[src/rtl/serial_tx.sv]
// serial_tx: UART transmitter for a 32-bit stb/ack word stream; sends bits [7:0] of each word as 8N1.
// Define SERIAL_TX_PARITY_EN to insert an even parity bit before the stop bit (8E1).
module serial_tx #(
    parameter int CLOCK_FREQUENCY = 50000000,
    parameter int BAUD_RATE       = 115200
) (
    input  logic        clk,
    input  logic        rst,
    input  logic [31:0] input_in,
    input  logic        input_in_stb,
    output logic        input_in_ack,
    output logic        tx,
    output logic        busy
);
    localparam int CLOCKS_PER_BIT = CLOCK_FREQUENCY / BAUD_RATE;
    localparam int CNT_W = (CLOCKS_PER_BIT > 1) ? $clog2(CLOCKS_PER_BIT) : 1;
    localparam logic [CNT_W-1:0] CNT_LAST = CNT_W'(CLOCKS_PER_BIT - 1);

    generate
        if (CLOCKS_PER_BIT < 2) begin : g_bad_rate
            $error("serial_tx: CLOCK_FREQUENCY / BAUD_RATE must be at least 2");
        end
    endgenerate

`ifdef SERIAL_TX_PARITY_EN
    typedef enum logic [2:0] {S_IDLE, S_START, S_DATA, S_PARITY, S_STOP} state_t;
`else
    typedef enum logic [2:0] {S_IDLE, S_START, S_DATA, S_STOP} state_t;
`endif

    state_t           state_q, state_d;
    logic [CNT_W-1:0] cnt_q, cnt_d;
    logic [2:0]       bit_idx_q, bit_idx_d;
    logic [7:0]       shift_q, shift_d;
    logic             tx_q, tx_d;
    logic             busy_q, busy_d;
    logic             ack_q, ack_d;
    logic             bit_end;
`ifdef SERIAL_TX_PARITY_EN
    logic             parity_q, parity_d;
`endif

    // Only the low byte is ever transmitted.
    logic unused_upper;
    assign unused_upper = ^input_in[31:8];

    assign bit_end = (cnt_q == CNT_LAST);

    always_comb begin
        state_d   = state_q;
        cnt_d     = cnt_q;
        bit_idx_d = bit_idx_q;
        shift_d   = shift_q;
        tx_d      = tx_q;
        busy_d    = busy_q;
        ack_d     = ack_q;
`ifdef SERIAL_TX_PARITY_EN
        parity_d  = parity_q;
`endif
        if (state_q != S_IDLE) begin
            cnt_d = bit_end ? '0 : cnt_q + CNT_W'(1);
        end
        case (state_q)
            S_IDLE: begin
                tx_d      = 1'b1;
                busy_d    = 1'b0;
                ack_d     = 1'b1;
                cnt_d     = '0;
                bit_idx_d = '0;
                if (input_in_stb && ack_q) begin
                    shift_d = input_in[7:0];
`ifdef SERIAL_TX_PARITY_EN
                    parity_d = ^input_in[7:0];
`endif
                    tx_d    = 1'b0;
                    busy_d  = 1'b1;
                    ack_d   = 1'b0;
                    state_d = S_START;
                end
            end
            S_START: begin
                if (bit_end) begin
                    tx_d      = shift_q[0];
                    shift_d   = shift_q >> 1;
                    bit_idx_d = '0;
                    state_d   = S_DATA;
                end
            end
            S_DATA: begin
                if (bit_end) begin
                    if (bit_idx_q == 3'd7) begin
`ifdef SERIAL_TX_PARITY_EN
                        tx_d    = parity_q;
                        state_d = S_PARITY;
`else
                        tx_d    = 1'b1;
                        state_d = S_STOP;
`endif
                    end else begin
                        tx_d      = shift_q[0];
                        shift_d   = shift_q >> 1;
                        bit_idx_d = bit_idx_q + 3'd1;
                    end
                end
            end
`ifdef SERIAL_TX_PARITY_EN
            S_PARITY: begin
                if (bit_end) begin
                    tx_d    = 1'b1;
                    state_d = S_STOP;
                end
            end
`endif
            S_STOP: begin
                if (bit_end) begin
                    tx_d    = 1'b1;
                    busy_d  = 1'b0;
                    ack_d   = 1'b1;
                    state_d = S_IDLE;
                end
            end
            default: begin
                tx_d    = 1'b1;
                busy_d  = 1'b0;
                ack_d   = 1'b0;
                cnt_d   = '0;
                state_d = S_IDLE;
            end
        endcase
    end

    // Control state: reset aborts any frame and parks the line high.
    always_ff @(posedge clk or negedge rst) begin
        if (!rst) begin
            state_q   <= S_IDLE;
            cnt_q     <= '0;
            bit_idx_q <= '0;
            tx_q      <= 1'b1;
            busy_q    <= 1'b0;
            ack_q     <= 1'b0;
        end else begin
            state_q   <= state_d;
            cnt_q     <= cnt_d;
            bit_idx_q <= bit_idx_d;
            tx_q      <= tx_d;
            busy_q    <= busy_d;
            ack_q     <= ack_d;
        end
    end

    // Data byte is only meaningful after a handshake loads it.
    always_ff @(posedge clk) begin
        shift_q <= shift_d;
`ifdef SERIAL_TX_PARITY_EN
        parity_q <= parity_d;
`endif
    end

    assign tx           = tx_q;
    assign busy         = busy_q;
    assign input_in_ack = ack_q;

endmodule
[config.mk]
export PLATFORM = sky130hd
export DESIGN_NAME = serial_tx
export DESIGN_NICKNAME = d
export VERILOG_FILES = /design/src/rtl/serial_tx.sv
export SDC_FILE = /design/constraint.sdc
export NUM_CORES = 1
export LEC_CHECK = 0
export CORE_MARGIN = 2
export CORE_UTILIZATION = 50
export CTS_CLUSTER_DIAMETER = 60
export DETAILED_ROUTE_END_ITERATION = 12
export PLACE_DENSITY = 0.91
export SKIP_LAST_GASP = 1
export SYNTH_ARGS = -nofsm -noshare
export SYNTH_HDL_FRONTEND = slang
export SYNTH_SLANG_ARGS = --single-unit
export TNS_END_PERCENT = 20
[constraint.sdc]
create_clock -name clk -period 5.74 [get_ports clk]
set_input_delay 1.722 -clock clk [delete_from_list [all_inputs] [get_ports clk]]
set_output_delay 1.722 -clock clk [all_outputs]
set_load 0.005 [all_outputs]
Word-level counts from Yosys, hierarchy flattened. Cells that the tools add are included.

Add/sub/neg operators: 2. Reductions and logical operators: 11. Equal/unequal tests: 12. Bitwise operators: 1. Mux-type cells: 27.

Operators with widths (count): two-way mux 8 bit (4); two-way mux 9 bit (3); one-hot mux 8 bit (3 select lines) (1); two-way mux 3 bit (7); != test 2 bit, second input constant (6); one-hot mux 3 bit (4 select lines) (1); AND reduction 5 bit (2); adder 9 x 1 -> 9 bit, second input constant (1); equality test 9 bit, second input constant (1); one-hot mux 3 bit (3 select lines) (1); two-way mux 1 bit (7); equality test 3 x 2 -> 1 bit, second input constant (2); one-hot mux 1 bit (3 select lines) (2); nonzero test 3 bit (2); one-hot mux 1 bit (4 select lines) (1); AND reduction 4 bit (1); adder 3 x 1 -> 3 bit, second input constant (1); equality test 3 x 1 -> 1 bit, second input constant (1); equality test 3 bit, second input constant (1); logical NOT 3 bit (1); AND reduction 3 bit (1); OR reduction 3 bit (1); != test 2 x 1 -> 1 bit, second input constant (1); AND reduction 2 bit (1); other kinds (3) (3).

Output and inout bits: 3. Bits of input ports: 35. Word-level logic and storage cells: 60. Bits in registers: 26.

Longest topological paths before layout. Gate-level depths: netlist of run 1.

Depth in word-level cells: 4. Depth in mapped cells: 7. Mapped depth without buffers: 6.

Worst setup path after synthesis of run 1. No wires, ideal clock.

Path type: input -> register. Start point: input input_in_stb. End point: register shift_q[0] (enable). Slack: 2.930 ns. Required time: 5.365 ns. Arrival time: 2.435 ns. Stages on the path: 3. Library setup time: 0.375 ns. Buffers on the path: 0. Cell sequence: nand2_1 > a21o_1 > a21oi_1.

Longest elaborated chain between the ends: 3.

Ends and longest elaborated chain: start, declared (RTL line 10) `input logic input_in_stb,`; logical AND 1 bit (RTL line 70) `if (input_in_stb && ack_q) begin`; != test 2 bit (no source line); AND reduction 5 bit (no source line); end signal, assigned (RTL line 153) `shift_q <= shift_d;`; end, declared (RTL line 34) `logic [7:0] shift_q, shift_d;`.

No other way between the ends. A chain may end at the register's enable or synchronous reset.

Final worst setup path of run 1.
Start point: input input_in_stb. End point: register shift_q[4] (enable).

Same word-level chain as after synthesis.

==> results.txt, run 1 <==
The I/O pin total came out at 38. The clock tree buffer depth is 2. The standard-cell row count came out at 18.

STA classifies the critical path startpoint as an input pin. The post-synthesis to final-layout area growth is 12.78%. Summing every instance area after synthesis gives 1341 µm². The overall routing resource usage came out at 17.68%. The clock-pin transition on the worst setup and hold timing paths came out at 0.13 ns. Dividing the detail-routed wire length by the instance count gives 16.16 µm. The total number of clock tree sinks is 25. The top fanout value on the critical path came out at 8. The instance count after placement with tap cells included is 153. The remaining number of nets flagged by the antenna check after routing came out at 0. The post-route clock period utilization is 54.77%. The startpoint identified for the worst register-to-register timing path is state_q[0]$_DFFE_PN0P_.

The final hold violation count is 0. The synthesized design contains 8 enable-type register cells. The kind of end point of the critical path is a flip-flop. In the layout the commonest cells are dfrtp_1, clkdlybuf4s50_1, mux2_2, a21oi_1, ha_1. For this run, the number of standard cells in the final layout without fillers is 157. The max-slew headroom at the worst pin is 49.37%. During synthesis, Yosys emitted a total of 0 warnings. In this run the worst setup path begins at input_in_stb. For the worst-skew pair, the clock arrives at the later sink with an insertion delay of 0.33 ns. Setup repair after global routing left no endpoint under its margin. The half-perimeter wire length of the detailed placement result is 1.906 mm. Post-CTS repair changed the size of 0 cells. Summing all non-filler instances in the final layout gives an area of 1513 µm². The detailed router placed 945 vias in this run. The clock tree from TritonCTS is built.

The fraction of layout cells with a size suffix above 1 is 15.75%. The critical path is of the input pin to flip-flop type. 0 antenna diodes ended up in the layout. The number of global-route vias before repair came to 939. The final worst clock skew is 0.01487 ns.

The maximum number of pins on one net before global-route repair is 18. The maximum resistive drop on vdd came out at 0.0004091 V. The pre-antenna-repair detailed-routing pass consisted of 4 iterations. The most used flip-flop cell after synthesis is dfrtp_1.

The final wirelength came out at 2.537 mm. The DRC violations left is 0. The power per cell area is 484.7 nW/µm². The upper clock frequency limit came out at 318.1 MHz. The leading cell type in the layout, fill and taps excluded is dfrtp_1.

The count of state elements after synthesis came out at 25. In this run, the number of DRC markers left after iteration 0 of detailed routing was 26. The final RePlAce weighted congestion is 0.9082.

In this run the register-to-register setup slack is 3.63 ns. In this run the critical register-to-register path is captured at shift_q[4]$_DFFE_PP_. The initial core utilization came out at 53.65%.

For this design the static power due to leakage is 0.0006244 µW. The number of clock buffers inserted by TritonCTS came out at 3. The total die area came out at 3113 µm². Using the TritonRoute via totals, the vias-per-cell ratio works out to 6.019.

The net count after synthesis came out at 157. The wire length of the first global-routing pass came out at 4.243 mm. For the worst flop-to-flop path, the logic depth is 4. The width of the die is 55.80 µm.

The height of the die came out at 55.80 µm. The overall overflow remaining after global route came out at 0. The worst min-delay path class is flip-flop to flip-flop. Synthesis produced a netlist whose cell count is 113. The share of the Yosys chip area taken by registers is 49.72%. In this run the standard cell core region covers 2500 µm².

The initial antenna violation count was 0. CTS built an H-tree with a depth of 1. The area of placed instances came out at 1486 µm². The number of setup buffers added after CTS is 0. The max-slew violation count is 0. The average size of a mapped cell is 11.87 µm². The critical path ends at shift_q[4]$_DFFE_PP_. The quantity of I/O buffers inserted on ports is 13. The overall power after layout came out at 733.2 µW. The final setup TNS came out at 0 ns. The count of max-cap constraint violations came out at 0. Buffers inserted to repair hold after CTS numbered 0. The worst-margin pin slew came out at 0.7594 ns. The data required time at the worst endpoint is 5.71 ns. The fraction of synthesis flops using an asynchronous set or reset pin came out at 68.00%. The final number of setup-violating endpoints came out at 0. The critical path data arrival time came out at 3.11 ns. The net total in the final layout is 172.

The flow ran to the end, and the final reports show no timing, DRC or antenna violations. The minimum clock period after layout is 3.144 ns. The number of distinct library cell variants in the gate-level netlist after synthesis came out at 39. The cell at the root of the clock tree is clkbuf_4.
## how the worst min path moves through the flow
stage	startpoint	endpoint	cells after the start
2_1_floorplan	bit_idx_q[1]$_DFFE_PN0P_	bit_idx_q[1]$_DFFE_PN0P_	1
3_3_place_gp	bit_idx_q[1]$_DFFE_PN0P_	bit_idx_q[1]$_DFFE_PN0P_	1
3_5_place_dp	bit_idx_q[1]$_DFFE_PN0P_	bit_idx_q[1]$_DFFE_PN0P_	1
4_1_cts	bit_idx_q[1]$_DFFE_PN0P_	bit_idx_q[1]$_DFFE_PN0P_	1
5_1_grt	bit_idx_q[2]$_DFFE_PN0P_	bit_idx_q[2]$_DFFE_PN0P_	1
6_report	bit_idx_q[1]$_DFFE_PN0P_	bit_idx_q[1]$_DFFE_PN0P_	1
## final cells by class
type                       count  area, µm²
fill                         208      987.2
inverter                       5      18.77
sequential                    25      666.9
tap                           30      37.54
timing repair buffer          13      130.1
clock buffer                   4      26.28
multi-input combinational     80      633.1
## cells in the mapped netlist, drive strengths merged (2+ instances only)
| cell type | number | area, µm² |
|---|---|---|
| nor2 | 2 | 7.510 |
| nor4b | 2 | 38.78 |
| ha | 9 | 112.6 |
| nand3 | 3 | 20.02 |
| o21ai | 2 | 10.01 |
| mux2 | 10 | 112.6 |
| clkbuf | 2 | 17.51 |
| edfxtp | 8 | 240.2 |
| or4 | 2 | 15.01 |
| a21oi | 9 | 45.04 |
| a22o | 2 | 17.52 |
| a31oi | 3 | 18.77 |
| nand2b | 2 | 12.51 |
| inv | 5 | 18.77 |
| dfrtp | 16 | 400.4 |
| or2 | 2 | 12.51 |
| a21o | 2 | 15.01 |
| a311oi | 2 | 17.52 |
| and2 | 2 | 12.51 |
| o211ai | 2 | 15.01 |
| nor3 | 2 | 10.01 |
| or3 | 2 | 12.51 |
| and3 | 3 | 18.77 |
| nand2 | 7 | 26.28 |
## flip-flops by register name (all words and copies together), names as in the netlist
| signal | flops |
|---|---|
| bit_idx_q | 3 |
| busy | 1 |
| cnt_q | 9 |
| input_in_ack | 1 |
| shift_q | 8 |
| state_q | 2 |
| tx | 1 |
## power breakdown
part | switching, µW | leakage [µW] | internal, µW | total [µW]
Sequential | 40.5 | 0.000301 | 273 | 314
Combinational | 177 | 0.000309 | 160 | 337
Clock | 54.8 | 0.0000150 | 27.3 | 82.1
Total | 272 | 0.000624 | 461 | 733
## per-layer routing
layer / vias up / track usage (%) / part of all wire, %
li1: 449 / - / -
met1: 459 / 20.60 / 41
met2: 32 / 30.95 / 53
met3: 5 / 5.581 / 5.3
met4: 0 / 5.226 / 1.2
met5: - / 0 / 0
## through the flow
step / util (%) / hold WS [ns] / worst slack (ns)
6_report: 60.51 / 0.5268 / 2.596
5_1_grt: 60.51 / 0.5651 / 2.552
4_1_cts: 60.51 / 0.5345 / 2.603
3_5_place_dp: 59.46 / 0.4993 / 2.229
3_3_place_gp: 59.46 / 0.4938 / 2.278
2_1_floorplan: - / 0.4771 / 2.930
## cell families (layout without fill, tap and decap cells)
kind of cell / after synthesis / in the layout / share of synthesized area, %
AO/OA/AOI/OAI: 26 / 26 / 12.97
buffers and inverters: 8 / 22 / 3.078
XOR/XNOR: 2 / 2 / 1.306
flip-flops: 25 / 25 / 49.72
multiplexers: 10 / 10 / 8.396
adder cells (fa/ha/maj): 9 / 9 / 8.396
AND/OR/NAND/NOR: 33 / 33 / 16.14
## worst max-delay path, cell delays in order
cell and delay [ns]:
clkdlybuf4s50_1 0.47, nand2_1 0.12, a21o_1 0.21, a21oi_1 0.59
Note: power is estimated with default switching activity, not from simulation.
==> inputs of run 2 (changes only) <==
--- a/config.mk
+++ b/config.mk
@@ -6,10 +6,10 @@
 export NUM_CORES = 1
 export LEC_CHECK = 0
 export CORE_MARGIN = 2
-export CORE_UTILIZATION = 50
+export CORE_UTILIZATION = 42
 export CTS_CLUSTER_DIAMETER = 60
 export DETAILED_ROUTE_END_ITERATION = 12
-export PLACE_DENSITY = 0.91
+export PLACE_DENSITY = 0.83
 export SKIP_LAST_GASP = 1
 export SYNTH_ARGS = -nofsm -noshare
 export SYNTH_HDL_FRONTEND = slang
==> constraint.sdc (replaced) <==
create_clock -name clk -period 2.7 [get_ports clk]
set_input_delay 0.81 -clock clk [delete_from_list [all_inputs] [get_ports clk]]
set_output_delay 0.81 -clock clk [all_outputs]
set_load 0.005 [all_outputs]
==> run 2 against run 1 <==
  * Utilization decreased by 10 points
  * Clock power increased by 100%
  * Critical path depth decreased by 3
==> results.txt, run 2 (same netlist as run 1, synthesis figures left out) <==
The maximum resistive drop on vdd came out at 0.0006150 V (+50%). The number of clock buffers inserted by TritonCTS is 3 (unchanged). The worst-margin pin slew is 0.7396 ns (-0.01976 ns). The remaining number of nets flagged by the antenna check after routing is 0 (unchanged). The total die area is 3661 µm² (+18%).

The maximum number of pins on one net before global-route repair is 18 (unchanged). The hold buffer count at CTS came to 0 (unchanged). The most critical setup path has its endpoint at tx. The largest registers in the layout are cnt_q: 9 flops, shift_q: 8 flops, bit_idx_q: 3 flops. Setup repair after global routing left no endpoint under its margin. The critical path data arrival time came out at 1.36 ns (-1.75 ns). The final wirelength came out at 2.308 mm (-9.0%).

The worst setup path is captured at an output port. The final setup TNS is 0 ns (unchanged). The overall power after layout is 1560 µW (+110%). The final number of setup-violating endpoints came to 0 (unchanged). The fraction of layout cells with a size suffix above 1 is 17.19% (+1.4 points). The launch instance of the worst register-to-register path is state_q[0]$_DFFE_PN0P_. The clock-pin transition on the worst setup and hold timing paths came out at 0.14 ns (about the same). The most crowded layer after global routing is met2. The net total in the final layout came out at 173 (+0.58%). The number of setup buffers added after CTS came out at 0 (unchanged). The tightest min-delay check is of the flip-flop to flip-flop type. The total of fill cells in the finished design is 275 (+32%). The total stage count of the critical path came out at 1 (-3). The detail-routed net length per standard cell came out at 13.42 µm (-17%).

The delay of the slowest cell on the worst path is 0.55 ns (-0.04 ns). The minimum clock period after layout came out at 2.170 ns. The DRC violations left is 0 (unchanged). The area of the multi-input gates came out at 633.1 µm² (unchanged).

The height of the die came out at 60.51 µm (+8.5%). The launching instance or port of the critical path is tx$_DFFE_PN1P_. The met3 routing resource usage after global routing came out at 4.691% (-0.89 points). Ranked by flip-flop count, first place goes to cnt_q. The maximum level of the CTS H-tree was 1 (unchanged). The power per cell area came out at 1012 nW/µm² (+110%). The cell at the root of the clock tree is clkbuf_4. The number of flip-flops under the largest register name is 9 (unchanged). The data required time at the worst endpoint came out at 1.89 ns (-3.82 ns). The number of antenna repair diodes is 0 (unchanged). The global routing usage on met1 came to 17.82% (-2.8 points). The worst setup path is launched from a flip-flop. The I/O pin total is 38 (unchanged). The minimum setup slack among reg-to-reg paths is 0.64 ns (-2.99 ns).

The upper clock frequency limit came out at 460.9 MHz. The sum of buffers and inverters on the critical path came out at 1 (unchanged). The overall routing resource usage came to 14.96% (-2.7 points).

The max-slew headroom at the worst pin came to 50.54% (+1.2 points). The standard-cell row count is 20 (+2). The critical path is of the flip-flop to output port type. The mean number of vias per cell came out at 5.372 (-11%).

The half-perimeter wire length of the detailed placement result came out at 1.730 mm (-9.2%). On the critical path, the stage with the largest delay is an instance of dfstp_2. The overall overflow remaining after global route came out at 0 (unchanged). The critical path goes through clkdlybuf4s50_1. The routing usage on met2 is 26.40% (-4.6 points). The worst hold slack after final layout is 0.5315 ns (+0.004769 ns). The area taken by flip-flops and latches came out at 666.9 µm² (unchanged). The routed via count is 924 (-2.2%). The width of the die came to 60.51 µm (+8.5%). The leading cell type in the layout, fill and taps excluded is dfrtp_1. In the layout the commonest cells are dfrtp_1, clkdlybuf4s50_1, mux2_2, a21oi_1, ha_1. The initial antenna violation count came out at 0 (unchanged). The run finished with clean final reports. The count of max-cap constraint violations is 0 (unchanged).

The final worst clock skew is 0.001925 ns (-0.01295 ns). The worst register-to-register path ends at state_q[1]$_DFFE_PN0P_. The leakage power of the design came out at 0.0006283 µW (+0.64%). The top fanout value on the critical path came to 2 (-6). The initial DRC count is 68 (+160%). The total number of clock tree sinks is 25 (unchanged). The max-slew violation count is 0 (unchanged). The cell family contributing the most delay on the critical path is flip-flops. The cell depth of the worst hold path came out at 1 (unchanged).

The final hold violation count is 0 (unchanged). The quantity of I/O buffers inserted on ports came to 13 (unchanged). The placeable core region is 3053 µm² (+22%). The post-route clock period utilization is 80.36%. The post-synthesis to final-layout area growth is 14.93%. The depth of the most critical reg-to-reg path was 6 (+2). The detailed-routing iteration count for the pre-antenna-repair pass is 4 (unchanged). The final RePlAce weighted congestion is 0.9030 (-0.57%). The post-cts repair resize count was 0 (unchanged). The number of global-route vias before repair was 892 (-5.0%).

The initial core utilization came to 43.93% (-9.7 points). The source-to-sink clock delay at the later pin of the worst-skew pair came out at 0.32 ns (about the same). TritonCTS built the clock tree. The clock tree buffer depth is 2 (unchanged). The wire length of the first global-routing pass came to 4.091 mm (-3.6%).
[run 2: cell count changes in the layout (fill, tap and decap cells not counted), sizes merged]
cell,change
clkbuf,-1
clkinvlp,+1
buf,+1
[run 2: metal layers]
metal	part of all wire (%)	wire, µm	up-vias
met4	0.74	17	0
met3	2.9	67	2
met1	45	1040	453
met5	0	0	-
li1	-	-	457
met2	51	1182	12
[run 2: final cells by class]
type                    count  area share [%]
multi-input cells          80           41.07
inverters                   5           1.218
clock buffers               3           1.461
clock inverters             1          0.4870
repair buffers             14           8.929
flip-flops and latches     25           43.26
well taps                  44           3.571
[run 2: where the power goes]
part	total, µW	internal [µW]	switching, µW
sequential	656	579	76.9
clock	168	56.6	112
combinational	736	358	378
total	1560	994	566
[run 2: worst min path at each step]
stage | from | end | slack, ns
2_1_floorplan | bit_idx_q[1]$_DFFE_PN0P_ | bit_idx_q[1]$_DFFE_PN0P_ | 0.48
3_3_place_gp | busy$_DFFE_PN0P_ | busy$_DFFE_PN0P_ | 0.49
3_5_place_dp | input_in_ack$_DFFE_PN0P_ | input_in_ack$_DFFE_PN0P_ | 0.50
4_1_cts | input_in_ack$_DFFE_PN0P_ | input_in_ack$_DFFE_PN0P_ | 0.54
5_1_grt | bit_idx_q[1]$_DFFE_PN0P_ | bit_idx_q[1]$_DFFE_PN0P_ | 0.56
6_report | input_in_ack$_DFFE_PN0P_ | input_in_ack$_DFFE_PN0P_ | 0.53
[run 2: per-stage QoR]
| step | instances | setup WS, ns | cell area, µm² | util [%] |
|---|---|---|---|---|
| floorplan | 113 | 0.8020 | 1341 | - |
| global placement | 168 | 0.4643 | 1511 | 49.51 |
| detailed placement | 168 | 0.3915 | 1511 | 49.51 |
| CTS | 172 | 0.5190 | 1541 | 50.49 |
| global route | 172 | 0.4609 | 1541 | 50.49 |
| finish | 172 | 0.5302 | 1541 | 50.49 |
